$ cat src/rtl/cache_arb_pkg.sv
// Shared types and defaults for the cache/memory port arbiter.
package cache_arb_pkg;

  typedef enum logic [1:0] {ARB_IDLE, ARB_GRANT_I, ARB_GRANT_D} arb_owner_t;

  typedef logic [19:1] word_addr_t;

  localparam int ARB_LINE_WORDS_DEFAULT = 8;

endpackage

$ cat src/rtl/cache_mem_arbiter.sv
// Shares one 16-bit memory port between the I-cache backend (line-locked bursts) and the data port.
// Optional feature macro: ICACHE_COHERENCE_INVAL_EN (registered I-cache invalidate pulse per acked data write).
//
// state       | meaning
// ARB_IDLE    | no owner; grant decided here, round-robin on ties
// ARB_GRANT_I | I-cache owns the port; held for LINE_WORDS acks when bursting
// ARB_GRANT_D | data port owns the port for a single word
module cache_mem_arbiter
  import cache_arb_pkg::*;
#(
  parameter int LINE_WORDS = ARB_LINE_WORDS_DEFAULT
) (
  input  logic        clk,
  input  logic        reset,
  input  word_addr_t  i_m_addr,
  input  logic        i_m_access,
  input  logic        i_line_fill,
  output logic [15:0] i_m_data_in,
  output logic        i_m_ack,
  input  word_addr_t  d_m_addr,
  input  logic [15:0] d_m_data_out,
  input  logic        d_m_wr_en,
  input  logic [1:0]  d_m_bytesel,
  input  logic        d_m_access,
  output logic [15:0] d_m_data_in,
  output logic        d_m_ack,
  output word_addr_t  q_m_addr,
  output logic [15:0] q_m_data_out,
  output logic        q_m_wr_en,
  output logic [1:0]  q_m_bytesel,
  output logic        q_m_access,
  input  logic        q_m_ack,
  input  logic [15:0] q_m_data_in,
  output logic        inval_valid,
  output word_addr_t  inval_addr
);

  localparam int CNT_W = $clog2(LINE_WORDS);
  localparam logic [CNT_W-1:0] CNT_LAST = CNT_W'(LINE_WORDS - 1);

  arb_owner_t owner, owner_nxt;
  arb_owner_t last_owner, last_owner_nxt;
  logic burst, burst_nxt;
  logic [CNT_W-1:0] burst_cnt, burst_cnt_nxt;

  always_ff @(posedge clk or posedge reset) begin
    if (reset) begin
      owner      <= ARB_IDLE;
      last_owner <= ARB_GRANT_D;
      burst      <= 1'b0;
      burst_cnt  <= '0;
    end else begin
      owner      <= owner_nxt;
      last_owner <= last_owner_nxt;
      burst      <= burst_nxt;
      burst_cnt  <= burst_cnt_nxt;
    end
  end

  // Leaving a grant always passes through IDLE, which enforces the one-cycle gap between grants.
  always_comb begin
    owner_nxt      = owner;
    last_owner_nxt = last_owner;
    burst_nxt      = burst;
    burst_cnt_nxt  = burst_cnt;
    case (owner)
      ARB_IDLE: begin
        if (i_m_access && (!d_m_access || last_owner == ARB_GRANT_D)) begin
          owner_nxt      = ARB_GRANT_I;
          last_owner_nxt = ARB_GRANT_I;
          burst_nxt      = i_line_fill;
          burst_cnt_nxt  = '0;
        end else if (d_m_access) begin
          owner_nxt      = ARB_GRANT_D;
          last_owner_nxt = ARB_GRANT_D;
          burst_nxt      = 1'b0;
        end
      end
      ARB_GRANT_I: begin
        if (q_m_ack) begin
          if (!burst) begin
            owner_nxt = ARB_IDLE;
          end else if (burst_cnt == CNT_LAST) begin
            owner_nxt     = ARB_IDLE;
            burst_cnt_nxt = '0;
          end else begin
            burst_cnt_nxt = burst_cnt + CNT_W'(1);
          end
        end
      end
      ARB_GRANT_D: begin
        if (q_m_ack) owner_nxt = ARB_IDLE;
      end
      default: owner_nxt = ARB_IDLE;
    endcase
  end

  always_comb begin
    q_m_addr     = '0;
    q_m_data_out = '0;
    q_m_wr_en    = 1'b0;
    q_m_bytesel  = 2'b00;
    q_m_access   = 1'b0;
    i_m_ack      = 1'b0;
    d_m_ack      = 1'b0;
    i_m_data_in  = q_m_data_in;
    d_m_data_in  = q_m_data_in;
    case (owner)
      ARB_GRANT_I: begin
        q_m_addr    = i_m_addr;
        q_m_bytesel = 2'b11;
        q_m_access  = i_m_access;
        i_m_ack     = q_m_ack;
      end
      ARB_GRANT_D: begin
        q_m_addr     = d_m_addr;
        q_m_data_out = d_m_data_out;
        q_m_wr_en    = d_m_wr_en;
        q_m_bytesel  = d_m_bytesel;
        q_m_access   = d_m_access;
        d_m_ack      = q_m_ack;
      end
      default: ;
    endcase
  end

`ifdef ICACHE_COHERENCE_INVAL_EN
  // Writes are single-word and separated by IDLE, so one register stage suffices.
  always_ff @(posedge clk or posedge reset) begin
    if (reset) begin
      inval_valid <= 1'b0;
      inval_addr  <= '0;
    end else begin
      inval_valid <= (owner == ARB_GRANT_D) && d_m_wr_en && q_m_ack;
      if ((owner == ARB_GRANT_D) && d_m_wr_en && q_m_ack) inval_addr <= d_m_addr;
    end
  end
`else
  assign inval_valid = 1'b0;
  assign inval_addr  = '0;
`endif

endmodule

$ cat config.mk
export PLATFORM = sky130hd
export DESIGN_NAME = cache_mem_arbiter
export DESIGN_NICKNAME = d
export VERILOG_FILES = /design/src/rtl/cache_arb_pkg.sv /design/src/rtl/cache_mem_arbiter.sv
export SDC_FILE = /design/constraint.sdc
export NUM_CORES = 1
export LEC_CHECK = 0
export CORE_AREA = 2 2 77 79
export CTS_CLUSTER_SIZE = 8
export DETAILED_ROUTE_END_ITERATION = 10
export DIE_AREA = 0 0 79 81
export DONT_BUFFER_PORTS = 1
export HOLD_SLACK_MARGIN = 0.06
export PLACE_DENSITY = 0.4
export SYNTH_ARGS = -nofsm -noshare
export SYNTH_HDL_FRONTEND = slang
export SYNTH_SLANG_ARGS = --single-unit
$ cat constraint.sdc
create_clock -name clk -period 5 [get_ports clk]
set_input_delay 0.5 -clock clk [delete_from_list [all_inputs] [get_ports clk]]
set_output_delay 0.5 -clock clk [all_outputs]
set_load 0.01 [all_outputs]
Yosys cells after proc, flatten, opt, wreduce, memory -nomap -nowiden. Cells that the tools add are included.

$add $sub $neg: 1. Equal/unequal tests: 10. Mux-type cells: 21. Reduce and logical (&&, ||, !) cells: 9.

Operators by type and width (count): 19-bit one-hot mux with 2 select lines (1); 16-bit two-way mux (1); 2-bit two-way mux (6); 3-bit two-way mux (4); 2-bit inequality test (second input constant) (4); 4-bit AND reduction (2); 3-bit inequality test (second input constant) (2); 2-bit one-hot mux with 3 select lines (1); 3-bit one-hot mux with 2 select lines (1); 1-bit two-way mux (5); 2-bit equality test (second input constant) (2); 2-bit one-hot mux with 2 select lines (1); 2-bit nonzero test (2); 3-bit by 1-bit adder with 3-bit output (second input constant) (1); 3-bit equality test (second input constant) (1); 2-bit by 1-bit equality test with 1-bit output (second input constant) (1); 2-bit logical NOT (1); 1-bit one-hot mux with 2 select lines (1); 2-bit AND reduction (1); 1-bit logical AND (1); 1-bit logical NOT (1); 1-bit logical OR (1).

Flip-flop bits (word level): 8. Input port bits: 79. Output and inout port bits: 93. Logic and storage cells: 45.

Longest topological paths before layout.
Word-level depth: 5. Mapped depth: 6. Depth with buffers taken out: 5.

Least setup slack after synthesis. OpenSTA, ideal clock, no wires.

Path kind: register to output. From: register owner[1]. To: output port q_m_addr[10]. Data arrival time: 1.387 ns. Required time: 4.500 ns. Path slack: 3.113 ns. Stages on the path, launching flop included: 7. Buffers on the path: 2. Cell sequence: dfrtp_1 > inv_1 > ha_1 > clkbuf_1 > buf_2 > a22oi_1 > nor2b_1.

Cells in the longest elaborated chain, start to end: 2. Elaborated cells between the ends (all ways): 3. Those cells by class: eq/ne (2); mux (1).

RTL lines: from (decl) (RTL line cache_mem_arbiter.sv:41) `arb_owner_t owner, owner_nxt;`; from (signal assigned) (RTL line cache_mem_arbiter.sv:53) `owner <= owner_nxt;`; 2-bit equality test / 2-bit by 1-bit equality test with 1-bit output (equally long branches) (RTL line cache_mem_arbiter.sv:108) `case (owner)`; 19-bit one-hot mux with 2 select lines (*) (RTL line cache_mem_arbiter.sv:108); to (decl) (RTL line cache_mem_arbiter.sv:27) `output word_addr_t q_m_addr,`.

Every way passes the cells marked *; elsewhere a longest branch is shown, timed or not.

Worst setup path after layout.
From: register owner[1]. To: output port q_m_access.

Cells in the longest elaborated chain, start to end: 2. Elaborated cells between the ends (all ways): 3. Those cells by class: eq/ne (2); mux (1).

RTL lines: 2-bit equality test / 2-bit by 1-bit equality test with 1-bit output (equally long branches) (RTL line cache_mem_arbiter.sv:108); 1-bit one-hot mux with 2 select lines (*) (RTL line cache_mem_arbiter.sv:108); to (decl) (RTL line cache_mem_arbiter.sv:31) `output logic q_m_access,`.

Marked as above.

==> results.md <==
* Status: completed
* First-pass GRT wire length at 4680 um
* Clock latency on the worst-skew pair at 0.23 ns
* Crit path kind: register to output port
* Clock sink count at 8
* Final setup viols at 0
* Critical R2R Capture: burst_cnt[0]
* Synth area leaders: buf_4 (29%), dfrtp_1 (13%), a22oi_1 (11%)
* Fmax at roughly 390 MHz
* EDFF count, synth at 0
* Global route total overflow at 0
* GPL Wtd Cong at around 0.65
* Cts bufs inserted at 3
* Hold-fix buffers at CTS at 0
* Core Region at 0.00568 sq mm
* Crit-path cells: inv_1 > ha_1 > a22oi_1 > nor2b_1
* Nets at 219
* Wirelength per Cell at 16.8 um
* I/O pin count at 172
* DRC Markers at 0
* Multi-input logic area at approximately 800 sq um
* CTS clk-pin slew, worst paths at 0.05 ns
* Total Routing Usage GR at 9.48%
* Vias at 960
* Ant. Diodes at 0
* Core Rows at 28
* Initial core utilization at a little under a quarter
* DRT antenna net count at 0
* Max stage delay on crit path at 0.85 ns
* YS warnings at 0
* Dpl cell area at 0.00111 sq mm
* Average size of a mapped cell at 7.95 sq um
* Slew Limit Fails at 0
* FF/Latch Area at 201 sq um
* CP startpoint kind: register
* Top cell type's share of synthesized area at between 20 and 30%
* Drt first pass iters at 4
* FFs w/ async S/R, synth at 100%
* Initial antenna violation count at 0
* FF-to-FF path depth at 5
* Design Area, Final at 0.00115 sq mm
* Most frequent cells after synthesis: buf_4 (52), nor2b_1 (22), a22oi_1 (20)
* Syn Inst Count at 171
* Crit path from: owner[1]
* Main synth FF type: dfrtp_1
* Layout Skew at ~0.0074 ns
* Post-synth top area cell: buf_4
* Largest net degree at the start of global routing at 38
* Final Hold Viols at 0
* RSZ-0062 raised after global routing: no
* Mapped Area at 0.00136 sq mm
* Vias in the first global route at 797
* Minimum clock period at 2.56 ns
* CTS root buf: clkbuf_8
* Post-CTS Setup Inserts at 0
* CP max FO at 30
* Relative slew margins at 31.0%
* Via density at 4.59
* Die width at 79 um
* Tightest Pin Transition at ~1.0 ns
* Chip Height at 81 um
* Maximum VDD drop at ~0.14 mV
* Post-CTS resize count at 0
* Die area at ~0.0064 sq mm
* Setup TNS at 0 ns
* Filler instances at 637
* Area grow syn2layout at -15.4%
* Hold Path Class: primary input to async pin
* Max-cap violations at 0
* PortBufs at 0
* Maximum root-to-sink buffer count at 2
* Leakage at 0.457 nW
* CTS tree: yes
* Sequential share of the synthesized area at 14.8%
* Final HPWL DP at 2720 um
* Critical Path RT at 4.50 ns
* Htree depth at 1
* Pwr per Cell Area at 607 mW/mm^2
* Share of layout cells above drive strength 1 at 5.97%
* Most common cell in the netlist: buf_4
* Netlist cell types at 28
* WL final at 3520 um
* Worst R2R Start: owner[1]
* Final worst path period share at 51.2%
* Number of DRC markers in iteration 0 at 55
* #FFs+latches synth at 8
* Critical Path Slowest Stage Cell: ha_1
* CP arrival at 2.06 ns
* Power, Total at ~0.7 mW
* Reg2Reg Setup Slack at 2.66 ns
* Crit end category: output port
[stage by stage]
step | hold slack [ns] | std cells | utilization, % | worst slack, ns
3_3_place_gp | 0.390 | 205 | 19.5 | 2.70
4_1_cts | 0.143 | 209 | 20.3 | 2.38
5_1_grt | 0.144 | 209 | 20.3 | 2.18
3_5_place_dp | 0.389 | 205 | 19.5 | 2.64
2_1_floorplan | 0.315 | 190 | - | 3.11
6_report | 0.120 | 209 | 20.3 | 2.44
[worst max-delay path: cells and delay by family (launching register included)]
family	cells	cell delay (ns)
adders and majority gates	1	0.85
DFF	1	0.37
and+or+nand+nor	1	0.28
AOI/OAI and AO/OA	1	0.23
buffers and inverters	1	0.10
[logic make-up (layout without fill, tap and decap cells)]
| logic type | Yosys count | count (layout) | share of synthesized area (%) |
|---|---|---|---|
| DFF | 8 | 8 | 14.8 |
| buffers and inverters | 66 | 10 | 32.8 |
| and+or+nand+nor | 55 | 55 | 25.0 |
| muxes | 6 | 6 | 4.97 |
| other | 1 | 20 | 0.276 |
| adders and majority gates | 5 | 5 | 4.60 |
| AOI/OAI and AO/OA | 30 | 30 | 17.6 |
[cell type report]
| type | instances | area share, % |
|---|---|---|
| Timing Repair Buffer | 1 | 0.652 |
| Inverter | 5 | 1.63 |
| Sequential cell | 8 | 17.5 |
| Multi-Input combinational cell | 116 | 68.2 |
| Tap cell | 75 | 8.15 |
| Clock buffer | 4 | 3.91 |
[cells in the final DEF, fill, tap and decap left out, types with 2 or more instances in the layout]
master / netlist / final
ha_1: 5 / 5
dfrtp_1: 7 / 7
nand3_1: 2 / 2
nand3b_1: 2 / 2
clkbuf_8: 0 / 3
a22oi_1: 20 / 20
or2b_1: 2 / 2
a21oi_1: 4 / 4
inv_1: 5 / 5
mux2_1: 2 / 2
nand2b_1: 2 / 2
mux2i_1: 3 / 3
conb_1: 1 / 20
nand2_1: 3 / 3
a22o_1: 2 / 2
and2_1: 19 / 19
nor2b_1: 22 / 22
[state kept, by name, summed over array words and instances, names as in the netlist]
| name | count |
|---|---|
| owner | 2 |
| burst | 1 |
| burst_cnt | 3 |
| last_owner | 2 |
[worst max path at each step]
| stage | end | cells past startpoint | slack [ns] |
|---|---|---|---|
| after CTS | q_m_access | 4 | 2.38 |
| after global placement | burst_cnt[0] | 5 | 2.70 |
| after global routing | q_m_access | 4 | 2.18 |
| after detailed placement | q_m_access | 4 | 2.64 |
| final | q_m_access | 4 | 2.44 |
| after floorplan | q_m_addr[10] | 6 | 3.11 |
[routing by layer]
layer / vias up / GRT usage [%] / wire length (um)
met5: - / 0 / 0
met4: 0 / 1.72 / 65
met3: 10 / 4.00 / 377
met2: 83 / 14.2 / 1640
met1: 443 / 12.9 / 1430
li1: 424 / - / -
[report_power, final]
group	internal (mW)	leakage (nW)	switching [mW]	total [mW]
registers	0.0936	0.103	0.0202	0.114
clock network	0.0554	0.0228	0.0274	0.0828
logic	0.201	0.331	0.301	0.503
Power figures use the tool's default switching activity.
